--- config.mk ---
export PLATFORM = sky130hd
export DESIGN_NAME = param_iter_counter
export DESIGN_NICKNAME = d
export VERILOG_FILES = /design/src/rtl/param_iter_counter.sv
export SDC_FILE = /design/constraint.sdc
export NUM_CORES = 1
export LEC_CHECK = 0
export ABC_AREA = 1
export CAP_MARGIN = 20
export CORE_MARGIN = 5
export CORE_UTILIZATION = 25
export CTS_BUF_LIST = sky130_fd_sc_hd__clkbuf_2
export CTS_CLUSTER_SIZE = 20
export DETAILED_ROUTE_END_ITERATION = 6
export PLACE_DENSITY = 0.58
export SYNTH_ARGS = -nofsm -noshare
export SYNTH_HDL_FRONTEND = slang
export SYNTH_SLANG_ARGS = --single-unit
--- constraint.sdc ---
create_clock -name i_clk -period 1.2 [get_ports i_clk]
set_input_delay 0.24 -clock i_clk [delete_from_list [all_inputs] [get_ports i_clk]]
set_output_delay 0.24 -clock i_clk [all_outputs]
set_load 0.03 [all_outputs]
--- src/rtl/param_iter_counter.sv ---
// Parametrised iteration down-counter for the sequential divider.
// Ports: i_clk, clr_n, ld_cnt/ld_val load, dec_en step, counter/busy/last/zero/done status.
module param_iter_counter #(
  parameter int unsigned CNT_W       = 3,
  parameter bit          AUTO_RELOAD = 1'b0
) (
  input  logic             i_clk,
  input  logic             clr_n,
  input  logic             ld_cnt,
  input  logic [CNT_W-1:0] ld_val,
  input  logic             dec_en,
  output logic [CNT_W-1:0] counter,
  output logic             busy,
  output logic             last,
  output logic             zero,
  output logic             done
);

  typedef enum logic {
    IDLE = 1'b0,
    RUN  = 1'b1
  } state_t;

  state_t           r_state;
  logic [CNT_W-1:0] r_cnt;
  logic [CNT_W-1:0] r_reload;
  logic             r_done;

  logic             w_ld_nz;
  logic             w_one;
  logic             w_step;
  logic             w_term;

  assign w_ld_nz = (ld_val != '0);
  assign w_one   = (r_cnt == CNT_W'(1));
  // A load always wins over a step in the same cycle.
  assign w_step  = (r_state == RUN) && dec_en && !ld_cnt;
  assign w_term  = w_step && w_one;

  always_ff @(posedge i_clk or negedge clr_n) begin
    if (!clr_n) begin
      r_state  <= IDLE;
      r_cnt    <= '0;
      r_reload <= '0;
      r_done   <= 1'b0;
    end else begin
      r_done <= 1'b0;
      if (ld_cnt) begin
        r_reload <= ld_val;
        r_cnt    <= ld_val;
        r_state  <= w_ld_nz ? RUN : IDLE;
      end else if (w_term) begin
        r_done <= 1'b1;
        if (AUTO_RELOAD) begin
          // Keep running with the stored count for the next division.
          r_cnt   <= r_reload;
          r_state <= RUN;
        end else begin
          r_cnt   <= '0;
          r_state <= IDLE;
        end
      end else if (w_step) begin
        r_cnt <= r_cnt - CNT_W'(1);
      end
    end
  end

  assign counter = r_cnt;
  assign busy    = (r_state == RUN);
  assign done    = r_done;
  assign zero    = (r_cnt == '0);
  assign last    = busy && w_one;

endmodule

==> Word level (Yosys, flattened, before mapping) <==
Cells that the tools add are included.
{ "totals": {"reg_bits": 5, "input_bits": 7, "elab_cells": 22} }
{ "classes": {"addsub": 1, "eq_ne": 1, "n_mux": 8, "n_reduce_logical": 9} }
{ "op_table": {"columns": ["operator", "count"], "rows": [
  ["3-bit 2-to-1 mux", 3],
  ["3-bit nonzero test", 2],
  ["1-bit 2-to-1 mux", 5],
  ["1-bit logical AND", 4],
  ["3-bit by 1-bit equality test with 1-bit output (second input constant)", 1],
  ["3-bit logical NOT", 1],
  ["3-bit by 1-bit subtractor with 3-bit output (second input constant)", 1],
  ["2-bit nonzero test", 1],
  ["1-bit logical NOT", 1]
]} }

==> Logic depth before layout (Yosys ltp) <==
{ "logic_depth": {"depth_word": 5, "ltp_mapped": 7, "ltp_nobuf": 7} }

==> Worst setup path after synthesis <==
Ideal clock, no wire load.
{ "synth_path": {"path_type": "reg2out", "from": "register r_cnt[1], in the netlist counter[1]", "to": "output port last", "arrival_ns": 1.284, "setup_slack_ns": -0.324, "stages_incl_launch_ff": 5, "n_path_buf": 0, "cell_sequence": "dfrtp_1 > inv_1 > ha_1 > nand2_4 > nor2_1"} }
{ "synth_via": {"elab_chain_len": 2} }
{ "synth_lines": {"columns": ["item", "line_no", "source"], "rows": [
  ["start, declared", "25", "logic [CNT_W-1:0] r_cnt;"],
  ["start signal, assigned", "50", "r_cnt <= ld_val;"],
  ["start signal, assigned", "56", "r_cnt <= r_reload;"],
  ["start signal, assigned", "63", "r_cnt <= r_cnt - CNT_W'(1);"],
  ["3-bit by 1-bit equality test with 1-bit output", "35", "assign w_one = (r_cnt == CNT_W'(1));"],
  ["1-bit logical AND", "72", "assign last = busy && w_one;"],
  ["end, declared", "14", "output logic last,"]
]} }
Every way passes these cells.

==> Worst setup path in the final report <==
Ends and elaborated chain as after synthesis.

==> impl_metrics.ini <==
[worst_setup_path]
r2r-end = busy$_DFFE_PN0P_
cp.depth = 5
crit_family = flip-flops
endpoint = last
arrival_ps = 1110
path_max_fanout = 3
crit_start = counter[1]$_DFFE_PN0P_
ff2ff_path_depth = 8
critPathSlowestCell = dfrtp_2
r2r_slack_ps = 0
end_kind = output port
critical_path_buf_inv_count = 2
crit_required_ps = 960
critPathMaxStageDelay_ps = 420
critical_path_class = reg2out
r2r_start = counter[1]$_DFFE_PN0P_
path_cells = inv_4 -> ha_4 -> nand2_4 -> nor2_4 -> buf_6
startpoint_type = flop

[detailed_routing]
drt_iter0_drc = 2
wirelength_um = 942
drcViolationCount = 0
ant_nets = 0
vias = 386
wire_per_inst_um = 10.4
first_pass_iters = 4
viasPerCell = 4.24

[layout]
nNetsFinal = 87
layout_common_cells = 13 x buf_4, 9 x nand2_1, 8 x inv_1
utilization = 0.501
fillers = 131
syn2layout_area_growth_pct = 89.2
regArea_um2 = 128
drive_above_1_share = 0.526
final_common_cell = buf_4
multi_input_comb_area_um2 = 236
finalInstanceArea_um2 = 661
num_antenna_cells = 0

[die]
io_pins = 14
die_w_um = 47.4
start_util = 0.265
num_rows = 13
dieArea_um2 = 2240
dieHeight_um = 47.4
coreArea_um2 = 1320

[yosys]
synth_top_cells_by_area = dfrtp_1 36%, inv_1 12%, ha_1 11%, nand2_1 9.7%, nand3_1 5.7%
synth_largest_area_cell = dfrtp_1
synth_top_family_by_area = simple AND/OR/NAND/NOR gates
synth-xor-area-share = 0
synth_fa_ha_area_frac = 0.108
synth_warnings = 0
syn_avg_cell_area_um2 = 7.12
yosysSeqAreaShare = 0.358
synth_top_area_share = 0.358
synth_cells = 49
synthSimpleGateAreaFrac = 0.341
syn_nets = 59
synth_seq_cells = 5
muxShareOfSynthArea = 0
yosys.cell_types.count = 13
synth_compound_area_frac = 0.0430
syn_area_um2 = 349

[cts]
cts_tree = yes
cts_sinks = 5
h-tree-depth = 1
cts_hold_buf = 0
worstSkewPairLatency_ps = 220
numCtsBuffers = 3
clkTransAtPathRegs_ps = 60
cts_buffer_depth = 2
cts_root_buf = clkbuf_2

[timing]
finalSetupViolCount = 4
grt_setup_unrepaired = yes
hold_viol = 0
relSlewSlack = 0.823
worst_slew_pin_slew_ps = 265
period_needed_ps = 1350
fin_worst_skew_ps = 0.0413
fin_ws_ps = -153
fmax_ghz = 0.739
report.final.slew_viol_count = 0
finalSetupTns_ps = -440
timing.final.crit_share = 1.13
whs_ps = 254

[place]
dp_hpwl_um = 709
place.gp.congestion = 0.729
io_buffers = 13
placed_area_um2 = 556

[power]
leakage_nw = 0.337
p_per_area_nw_per_um2 = 1080
ir_worst_vdd_uv = 524

[global_routing]
overflow = 0
grt_pass1_vias = 366
antenna_found_initial = 0
grt_use_total = 0.0958
grt_pass1_wl_mm = 1.42
grt_max_degree = 9

[outcome]
outcome = finished with violations
violations = negative setup slack

[hold_path]
hp-class = in2async

[job]
cap_violations = 0
## power by group
part / switching, W / internal (W)
clock network: 0.0000706 / 0.0000882
registers: 0.0000200 / 0.000188
logic: 0.000183 / 0.000167
total: 0.000274 / 0.000443
## cells by family after synthesis
family,after synthesis
AO/OA/AOI/OAI,3
adder cells (fa/ha/maj),3
buffers and inverters,14
flip-flops,5
AND/OR/NAND/NOR,24
## flip-flops by register name (all words and copies together), names as in the netlist
| name | flops |
|---|---|
| busy | 1 |
| counter | 3 |
| done | 1 |
## synthesized netlist by cell type
| library cell | n |
|---|---|
| o21ai_1 | 3 |
| nor2_1 | 3 |
| inv_1 | 11 |
| nand2_2 | 1 |
| nand2_4 | 1 |
| nand3_1 | 4 |
| nor2_2 | 3 |
| dfrtp_1 | 5 |
| ha_1 | 3 |
| nor3_1 | 1 |
| nand2_1 | 9 |
| inv_2 | 3 |
| nand4_1 | 2 |
## layout make-up
cell class,instances,share of cell area
flip-flops and latches,5,0.193
clock buffers,4,0.0303
inverters,14,0.0833
well taps,15,0.0284
multi-input cells,30,0.358
repair buffers,23,0.307
## timing repair
action | CTS | global route
setup buffers | 4 | 2
gates resized for setup | 6 | 7
pin swaps | 3 | 6
cloned | 0 | 0
setup endpoints to repair | 3 | 7
## worst min-delay path by stage
stage	from	to	slack, ps	depth (start not counted)
floorplan	clr_n	busy$_DFFE_PN0P_	-60	0
global placement	clr_n	busy$_DFFE_PN0P_	500	1
detailed placement	clr_n	busy$_DFFE_PN0P_	490	1
CTS	clr_n	done$_DFF_PN0_	240	1
global route	clr_n	done$_DFF_PN0_	250	1
finish	clr_n	busy$_DFFE_PN0P_	250	1
## metal layers
metal,GRT usage,part of all wire,up-vias
met1,0.107,0.42,172
met3,0.0613,0.067,2
met2,0.139,0.51,12
li1,-,-,200
met5,0,0,-
met4,0.0497,0.0064,0
## through the flow
| step | setup WS, ps | total power [W] | std cells |
|---|---|---|---|
| 2_1_floorplan | -6.18 | 0.000374 | 49 |
| 3_3_place_gp | -6.61 | 0.000492 | 83 |
| 3_5_place_dp | -12.2 | 0.000494 | 83 |
| 4_1_cts | -192 | 0.000709 | 91 |
| 5_1_grt | -210 | 0.000773 | 91 |
| 6_report | -153 | 0.000717 | 91 |
Note: power is estimated with default switching activity, not from simulation.
